**src/rtl/password_check_if.sv**
```systemverilog
// Keypad-to-password-checker bus: digit/strobe/control from the keypad side,
// status back to the actuator and indicator side.
interface password_check_if #(
  parameter int DIGIT_W    = 3,
  parameter int NUM_DIGITS = 4,
  parameter int MAX_TRIES  = 3
);
  localparam int TW = $clog2(MAX_TRIES + 1);
  localparam int CW = $clog2(NUM_DIGITS + 1);

  logic [DIGIT_W-1:0] data;
  logic               dk;
  logic               cancel;
  logic               prog;
  logic               unlocked;
  logic               fail;
  logic               alarm;
  logic [TW-1:0]      tries_left;
  logic [CW-1:0]      digit_cnt;

  modport master (
    output data, dk, cancel, prog,
    input  unlocked, fail, alarm, tries_left, digit_cnt
  );

  modport slave (
    input  data, dk, cancel, prog,
    output unlocked, fail, alarm, tries_left, digit_cnt
  );
endinterface

```
**src/rtl/password_check.sv**
```systemverilog
// Keypad password checker: collects NUM_DIGITS digits, compares them with the
// stored password, opens for UNLOCK_CYCLES on a match and raises the alarm for
// LOCKOUT_CYCLES after MAX_TRIES consecutive wrong codes.
// Optional feature macro: PWD_CHANGE_EN (adds the PROGRAM state, entered with
// prog while open, which rewrites the stored password).
module password_check #(
  parameter int DIGIT_W        = 3,
  parameter int NUM_DIGITS     = 4,
  parameter int MAX_TRIES      = 3,
  parameter int UNLOCK_CYCLES  = 50,
  parameter int LOCKOUT_CYCLES = 100,
  parameter logic [DIGIT_W*NUM_DIGITS-1:0] DEFAULT_PWD = 12'o1234
) (
  input  logic             clk,
  input  logic             reset,
  password_check_if.slave  bus
);
  localparam int PW      = DIGIT_W * NUM_DIGITS;
  localparam int TW      = $clog2(MAX_TRIES + 1);
  localparam int CW      = $clog2(NUM_DIGITS + 1);
  localparam int TMR_MAX = (UNLOCK_CYCLES > LOCKOUT_CYCLES) ? UNLOCK_CYCLES : LOCKOUT_CYCLES;
  localparam int TMR_W   = $clog2(TMR_MAX + 1);

  typedef enum logic [2:0] {
    IDLE, ENTRY, CHECK, OPEN, LOCKOUT
`ifdef PWD_CHANGE_EN
    , PROGRAM
`endif
  } state_t;

  state_t           state, state_nxt;
  logic             dk_p0, vld_p1;
  logic [PW-1:0]    entry_buf, entry_nxt, shifted;
  logic [PW-1:0]    pwd;
  logic [CW-1:0]    cnt_q, cnt_nxt, cnt_inc;
  logic [TW-1:0]    tries_q, tries_nxt;
  logic [TMR_W-1:0] tmr_q, tmr_nxt;
  logic             unlocked_q, fail_q, alarm_q;
  logic             fail_nxt;
  logic             accepting, rise, cap, last, match;

  // A digit is only accepted while the machine is collecting one; strobes in
  // CHECK/OPEN/LOCKOUT are dropped at detection so nothing is queued.
  always_comb begin
    accepting = (state == IDLE) || (state == ENTRY);
`ifdef PWD_CHANGE_EN
    accepting = accepting || (state == PROGRAM);
`endif
    rise    = bus.dk & ~dk_p0;
    cap     = vld_p1 & accepting & ~bus.cancel;
    cnt_inc = cnt_q + CW'(1);
    last    = cap && (cnt_inc == CW'(NUM_DIGITS));
    shifted = (entry_buf << DIGIT_W) | PW'(bus.data);
    match   = (entry_buf == pwd);
  end

  // State register.
  always_ff @(posedge clk or negedge reset) begin
    if (!reset) state <= IDLE;
    else        state <= state_nxt;
  end

  // Next-state decision.
  always_comb begin
    state_nxt = state;
    case (state)
      IDLE, ENTRY: begin
        if (bus.cancel) state_nxt = IDLE;
        else if (cap)   state_nxt = last ? CHECK : ENTRY;
      end
      CHECK: begin
        if (match)                    state_nxt = OPEN;
        else if (tries_q == TW'(1))   state_nxt = LOCKOUT;
        else                          state_nxt = IDLE;
      end
      OPEN: begin
        if (bus.cancel)               state_nxt = IDLE;
`ifdef PWD_CHANGE_EN
        else if (bus.prog)            state_nxt = PROGRAM;
`endif
        else if (tmr_q == TMR_W'(1))  state_nxt = IDLE;
      end
      LOCKOUT: begin
        if (tmr_q == TMR_W'(1))       state_nxt = IDLE;
      end
`ifdef PWD_CHANGE_EN
      PROGRAM: begin
        if (bus.cancel || last)       state_nxt = IDLE;
      end
`endif
      default: state_nxt = IDLE;
    endcase
  end

  // Next values of the entry buffer, counters, timer and the fail pulse.
  always_comb begin
    entry_nxt = entry_buf;
    cnt_nxt   = cnt_q;
    tries_nxt = tries_q;
    tmr_nxt   = tmr_q;
    fail_nxt  = 1'b0;
    case (state)
      IDLE, ENTRY: begin
        if (bus.cancel) begin
          entry_nxt = '0;
          cnt_nxt   = '0;
        end else if (cap) begin
          entry_nxt = shifted;
          cnt_nxt   = cnt_inc;
        end
      end
      CHECK: begin
        entry_nxt = '0;
        cnt_nxt   = '0;
        if (match) begin
          tries_nxt = TW'(MAX_TRIES);
          tmr_nxt   = TMR_W'(UNLOCK_CYCLES);
        end else begin
          fail_nxt  = 1'b1;
          tries_nxt = tries_q - TW'(1);
          tmr_nxt   = TMR_W'(LOCKOUT_CYCLES);
        end
      end
      OPEN: tmr_nxt = tmr_q - TMR_W'(1);
      LOCKOUT: begin
        tmr_nxt = tmr_q - TMR_W'(1);
        if (tmr_q == TMR_W'(1)) tries_nxt = TW'(MAX_TRIES);
      end
`ifdef PWD_CHANGE_EN
      PROGRAM: begin
        if (bus.cancel || last) begin
          entry_nxt = '0;
          cnt_nxt   = '0;
        end else if (cap) begin
          entry_nxt = shifted;
          cnt_nxt   = cnt_inc;
        end
      end
`endif
      default: ;
    endcase
  end

  // Stage p0: strobe history; stage p1: pending capture; then datapath/outputs.
  always_ff @(posedge clk or negedge reset) begin
    if (!reset) begin
      dk_p0      <= 1'b0;
      vld_p1     <= 1'b0;
      entry_buf  <= '0;
      cnt_q      <= '0;
      tries_q    <= TW'(MAX_TRIES);
      tmr_q      <= '0;
      unlocked_q <= 1'b0;
      fail_q     <= 1'b0;
      alarm_q    <= 1'b0;
    end else begin
      dk_p0      <= bus.dk;
      vld_p1     <= rise & accepting;
      entry_buf  <= entry_nxt;
      cnt_q      <= cnt_nxt;
      tries_q    <= tries_nxt;
      tmr_q      <= tmr_nxt;
      unlocked_q <= (state_nxt == OPEN);
      fail_q     <= fail_nxt;
      alarm_q    <= (state_nxt == LOCKOUT);
    end
  end

`ifdef PWD_CHANGE_EN
  // Stored password: rewritten by the last digit of a PROGRAM entry.
  always_ff @(posedge clk or negedge reset) begin
    if (!reset)                                      pwd <= DEFAULT_PWD;
    else if ((state == PROGRAM) && !bus.cancel && last) pwd <= shifted;
  end
`else
  assign pwd = DEFAULT_PWD;
`endif

  assign bus.unlocked   = unlocked_q;
  assign bus.fail       = fail_q;
  assign bus.alarm      = alarm_q;
  assign bus.tries_left = tries_q;
  assign bus.digit_cnt  = cnt_q;
endmodule

```
**src/flat_wrapper.sv**
```systemverilog
// flat-port wrapper written by rule: the top's interface ports become plain ports
module password_check_flat 
#(
  parameter int DIGIT_W        = 3,
  parameter int NUM_DIGITS     = 4,
  parameter int MAX_TRIES      = 3,
  parameter int UNLOCK_CYCLES  = 50,
  parameter int LOCKOUT_CYCLES = 100,
  parameter logic [DIGIT_W*NUM_DIGITS-1:0] DEFAULT_PWD = 12'o1234
)
  (clk, reset, bus_data, bus_dk, bus_cancel, bus_prog, bus_unlocked, bus_fail, bus_alarm, bus_tries_left, bus_digit_cnt);
  password_check_if #(.DIGIT_W(DIGIT_W), .NUM_DIGITS(NUM_DIGITS), .MAX_TRIES(MAX_TRIES)) bus_i ();
  input  logic clk;
  input  logic reset;
  input wire logic [$bits(bus_i.data)-1:0] bus_data;
  input wire logic [$bits(bus_i.dk)-1:0] bus_dk;
  input wire logic [$bits(bus_i.cancel)-1:0] bus_cancel;
  input wire logic [$bits(bus_i.prog)-1:0] bus_prog;
  output wire logic [$bits(bus_i.unlocked)-1:0] bus_unlocked;
  output wire logic [$bits(bus_i.fail)-1:0] bus_fail;
  output wire logic [$bits(bus_i.alarm)-1:0] bus_alarm;
  output wire logic [$bits(bus_i.tries_left)-1:0] bus_tries_left;
  output wire logic [$bits(bus_i.digit_cnt)-1:0] bus_digit_cnt;
  assign bus_i.data = bus_data;
  assign bus_i.dk = bus_dk;
  assign bus_i.cancel = bus_cancel;
  assign bus_i.prog = bus_prog;
  assign bus_unlocked = bus_i.unlocked;
  assign bus_fail = bus_i.fail;
  assign bus_alarm = bus_i.alarm;
  assign bus_tries_left = bus_i.tries_left;
  assign bus_digit_cnt = bus_i.digit_cnt;
  password_check #(.DIGIT_W(DIGIT_W), .NUM_DIGITS(NUM_DIGITS), .MAX_TRIES(MAX_TRIES), .UNLOCK_CYCLES(UNLOCK_CYCLES), .LOCKOUT_CYCLES(LOCKOUT_CYCLES), .DEFAULT_PWD(DEFAULT_PWD)) u_core (.clk(clk), .reset(reset), .bus(bus_i));
endmodule
```
**config.mk**
```make
export PLATFORM = sky130hd
export DESIGN_NAME = password_check_flat
export DESIGN_NICKNAME = d
export VERILOG_FILES = /design/src/rtl/password_check_if.sv /design/src/rtl/password_check.sv /design/src/flat_wrapper.sv
export SDC_FILE = /design/constraint.sdc
export NUM_CORES = 1
export LEC_CHECK = 0
export ABC_AREA = 1
export CORE_ASPECT_RATIO = 0.5
export CORE_MARGIN = 2
export CORE_UTILIZATION = 50
export CTS_CLUSTER_SIZE = 8
export DETAILED_ROUTE_END_ITERATION = 10
export PLACE_DENSITY_LB_ADDON = 0.08
export SETUP_SLACK_MARGIN = 0.15
export SLEW_MARGIN = 15
export SYNTH_ARGS = -nofsm -noshare
export SYNTH_HDL_FRONTEND = slang
export SYNTH_SLANG_ARGS = --single-unit
```
**constraint.sdc**
```tcl
create_clock -name clk -period 1.7 [get_ports clk]
set_input_delay 0.34 -clock clk [delete_from_list [all_inputs] [get_ports clk]]
set_output_delay 0.34 -clock clk [all_outputs]
set_load 0.02 [all_outputs]
```
==> metrics <==
drt drc 0; Cell Rows 14; TritonCTS buffer count 5; grt total ovfl 0; clock sink count 32; gpl congestion ~0.79; Yosys warnings 0; Worst path slowest cell dfstp_2; fillers ~280; Antenna Nets Post-Route 0; Final Net Count ~240; H-tree depth 2; VDD IR-drop max between 600 and 700 uV; area grow syn2layout 18.19%; fin crit share 88.73%; Via density 4.776; n_diodes 0; Cell Chain, Critical Path dlygate4sd2_1; critical path class flip-flop to output pin; Root Driver clkbuf_8; multiplexer share of the synthesized area 0%; Seq/Total Area, Yosys about 50%; Worst Hold Class flip-flop to flip-flop; I/O pin cnt 16; main combinational cell family by area after synthesis simple AND/OR/NAND/NOR gates; CTS tree yes; ranking of synthesized cells by area dfrtp_1 47%, nand2_1 17%, inv_1 5.6%, nor2_1 4.0%, ha_1 3.9%; Reg area 803.3 um2; Total GRT Usage 18.86%; largest net degree at the start of global routing 33; CP endpoint kind output pin; Die Wd 84.07 um; Buf/Inv on CP 1; XOR/XNOR Fraction of Synth Area 2.186%; Slew @ Worst Pin about 0.56 ns; full die area 0.003702 mm2; top-area cell type share of the netlist area 46.84%; most frequent cells in the layout 74 x nand2_1, 30 x dfrtp_1, 24 x inv_1, 17 x nor2_1; Syn Nets 214; Pwr Density roughly 960 mW/mm2; 1st-iter DRT viols 84; Setup-failing EPs final 0; post-route cell area between 0.0015 and 0.002 mm2; DR vias 1256; compound-gate portion of the synthesized area 8.197%; Unique masters post-synth 25; status completed; CP Data Arrival Time 1.17 ns; initial antenna violation count 0; CP delay by family, top flip-flops; PortBufs 14; WL/cell 11.83 um; area occupied by multi-input gates 683.2 um2; post-layout util 62.51%; maximum clock insertion buffer count 2; post-synth top area cell dfrtp_1; slowest stage delay, CP 0.55 ns; Max Slew Vio Count 0; max-cap viol count 0; R2R Setup Slk between 0.2 and 0.3 ns; first-pass GRT wire length approximately 5200 um; Post-Synth Adder-Cell Area 3.903%; Final HPWL DP 2050 um; Critical Path RT 1.36 ns; syn avg cell area 7.974 um2; Initial Util 52.89%; register bit count reported by yosys 32; Crit Path Max Fanout 4; Tmin final 1.508 ns; Die Ht 44.04 um; share of layout cells above drive strength 1 8.520%; Slew headroom a little over three fifths; TritonRoute pass-1 iters 4; Setup Buffers After CTS 0; vias in the first global route 1186; Simple-Gate Fraction of Synth Area 27.79%; worst-skew pair later-pin latency 0.29 ns; cell area after placement 0.001780 mm2; RSZ-0062 raised after global routing no; Routed WL around 3100 um; critical path launch point type flip-flop; core region area around 0.0030 mm2; most common cell after layout, fill and taps aside nand2_1; Total Neg Setup Slack 0 ns; clk slew on worst S/H paths approximately 0.07 ns; fmax 663.0 MHz; leakage 1.016 nW; Final Skew 0.004838 ns; final hold vios 0; Mapped Area 0.001603 mm2; Synth Instances 201
## final timing paths
check | startpoint | to | depth (start not counted)
max | u_core.bus.tries_left[0] | bus_tries_left[0] | 1
min | u_core.dk_p0 | u_core.vld_p1 | 1
max reg2reg | u_core.state[1] | u_core.entry_buf[3] | 5
min reg2reg | u_core.dk_p0 | u_core.vld_p1 | 1
max in group asynchronous | reset | u_core.bus.tries_left[1] | 2
min in group asynchronous | reset | u_core.tmr_q[3] | 2
## cell families (layout without fill, tap and decap cells)
kind of cell,count (synthesis),after routing
AOI/OAI and AO/OA,23,24
xor gates and xnor gates,4,4
adders and majority gates,5,5
buffers and inverters,29,50
DFF,32,32
and+or+nand+nor,108,108
## metal layers
| layer | GRT usage (%) | vias to the layer above | part of all wire, % |
|---|---|---|---|
| met1 | 24.24 | 568 | 51 |
| li1 | - | 669 | - |
| met2 | 29.52 | 11 | 43 |
| met4 | 9.355 | 0 | 2.0 |
| met5 | 0 | - | 0 |
| met3 | 6.343 | 8 | 3.3 |
## repair_timing
item                                    in CTS  in global routing
hold buffers                                 0                  0
endpoints found under the setup margin       6                 13
pin swaps                                    0                  1
gates cloned                                 0                  1
resized for setup                            6                  2
## synth_stat cells, drive strengths merged
cell type	number
nand2	75
dfrtp	30
inv	26
nor2	19
o21ai	17
nand3	10
ha	5
a21oi	3
buf	3
xnor2	3
dfstp	2
nand4	2
o22ai	2
nand3b	1
nor3	1
o31ai	1
xor2	1
## through the flow
step | cells | setup WS [ns] | total power, mW | hold WS (ns)
after floorplan | 201 | 0.4859 | 1.029 | 0.04441
after global placement | 254 | 0.1665 | 1.093 | 0.3808
after detailed placement | 254 | 0.1286 | 1.101 | 0.3858
after CTS | 262 | 0.1540 | 1.822 | 0.3907
after global routing | 263 | 0.1639 | 1.904 | 0.4044
final | 263 | 0.1917 | 1.810 | 0.3895
## flip-flops by register name, indices dropped and copies added, names as in the netlist
signal and flops:
u_core.tmr_q 7, u_core.bus.digit_cnt 3, u_core.dk_p0 1, u_core.entry_buf 12
u_core.bus.alarm 1, u_core.bus.unlocked 1, u_core.vld_p1 1, u_core.state 3
u_core.bus.tries_left 2, u_core.bus.fail 1
## power by group
part	internal, mW	switching [mW]	leakage [nW]
combinational	0.0873	0.125	0.553
clock	0.435	0.292	0.0552
sequential	0.820	0.0512	0.408
## area by class of cell
class	count	area share (%)
sequential	32	42.40
multi-input combinational	141	36.06
timing repair buffer	16	8.058
inverter	26	5.152
clock buffer	6	3.831
tap	40	2.642
clock inverter	2	1.849
Power figures use the tool's default switching activity.
==> RTL edit (config.mk and constraints unchanged) <==
Encoding of `state_t`: now one-hot (5 bits for 5 states).
--- a/src/rtl/password_check.sv
+++ b/src/rtl/password_check.sv
@@ -21,8 +21,8 @@
   localparam int TMR_MAX = (UNLOCK_CYCLES > LOCKOUT_CYCLES) ? UNLOCK_CYCLES : LOCKOUT_CYCLES;
   localparam int TMR_W   = $clog2(TMR_MAX + 1);
 
-  typedef enum logic [2:0] {
-    IDLE, ENTRY, CHECK, OPEN, LOCKOUT
+  typedef enum logic [4:0] {
+    IDLE = 5'b00001, ENTRY = 5'b00010, CHECK = 5'b00100, OPEN = 5'b01000, LOCKOUT = 5'b10000
 `ifdef PWD_CHANGE_EN
     , PROGRAM
 `endif
Behaviour: no difference found for any inputs over 10 cycles, from zero or initial values and one cycle with reset low; not proved beyond that.
==> RTL edit against the unedited design <==
Utilization is 1.5 points lower. Routed wire length grew 11%. Synthesized area increased by 15%. Total power is 10% lower. Clock power shrank 23%. Worst setup slack better by 0.0054 ns. Final cell count rose by 10%. Sequential cell count rose by 2. Final area rose by 12%.
==> RTL edit: results <==
run_status:
  status: "complete, no violations"
layout:
  drive_gt1_frac: 0.167
  top_regs: "u_core.entry_buf: 12 flops, u_core.tmr_q: 7 flops, u_core.state: 5 flops"
  nNetsFinal: 252
  fillCellCount: 316
global_routing:
  grt.total_usage: 0.186
  grt_pass1_vias: 1297
  use_met2: 0.314
  grt_use_met3: 0.0546
  grt_max_degree: 35
  grt_use_met1: 0.239
  grt_pass1_wl_mm: 5.87
place:
  place_area_um2: 2030
  dp.cells: 283
  preCtsSetupSlack_ns: 0.234
  post-dp-hpwl_mm: 2.40
  place.gp.congestion: 0.807
sta:
  worst_hold_slack_ns: 0.394
  max-slew-margin-rel: 0.832
  min_period_over_period: 0.884
synthesis:
  synth.area.top_cells: "dfrtp_1 42%, nand2_1 13%, nand3_1 7.9%, inv_1 4.9%, dfstp_2 4.3%"
  synth-edff-count: 0
  syn_area_per_cell_um2: 8.39
  ys_seq_area_frac: 0.465
  synth.distinct_cells: 30
  synth_nets: 232
  yosys-top-cells-count: "63 x nand2_1, 31 x dfrtp_1, 29 x nand3_1"
routing:
  via_per_inst: 4.93
  post_drt_wl_per_cell_um: 11.9
  wl_met1_mm: 1.71
  met3_length_um: 134
  wl_met2_mm: 1.58
  post-route-drc-count: 0
  drt-initial-drc-count: 24
pwr:
  power_density_nw_per_um2: 766
  peakVddDrop_v: 0.000447
  leakagePower_nw: 1.19
worst_setup_path:
  reg2reg_depth: 7
  r2r_end: "u_core.tmr_q[5]"
  reg2reg_from: "u_core.state[0]"
  regToRegSetupSlack_ns: 0.25
clocking:
  clockBufferDepth: 2
==> RTL edit: cell count changes in the layout (fill, tap and decap cells not counted), sizes merged, moves of 2 or more <==
cell    change
a21oi       -3
xnor2       -3
o21ai      -11
nor3        +2
or2         +2
nand3b      +3
nand3      +21
inv         +3
==> RTL edit: worst max path at each step <==
stage / from / endpoint / depth (start not counted)
finish: u_core.bus.tries_left[0] / bus_tries_left[0] / 1
CTS: u_core.bus.unlocked / bus_unlocked / 1
floorplan: u_core.state[0] / u_core.entry_buf[4] / 10
global route: u_core.state[0] / u_core.tmr_q[5] / 7
detailed placement: u_core.bus.tries_left[0] / bus_tries_left[0] / 1
global placement: u_core.bus.tries_left[0] / bus_tries_left[0] / 1
==> RTL edit: final cells by class <==
cell class,count,area share
timing repair buffer,17,0.0832
sequential,34,0.403
inverter,29,0.0549
multi-input combinational,152,0.393
clock buffer,7,0.0360
tap,51,0.0301
==> RTL edit: where the power goes <==
| group | total (W) | leakage [nW] | switching [W] | internal [W] |
|---|---|---|---|---|
| logic | 0.000212 | 0.692 | 0.000139 | 0.0000729 |
| clock network | 0.000557 | 0.0383 | 0.000275 | 0.000282 |
| registers | 0.000855 | 0.459 | 0.0000223 | 0.000832 |
==> RTL edit: timing repair <==
action	4_1_cts	5_1_grt
gates cloned	0	0
resized for setup	5	4
endpoints found under the setup margin	5	6
==> RTL edit: logic make-up after synthesis <==
logic type,synth area share
AND/OR/NAND/NOR,0.375
buffers and inverters,0.0865
flip-flops,0.465
XOR/XNOR,0.00954
adder cells (fa/ha/maj),0.0341
AO/OA/AOI/OAI,0.0300
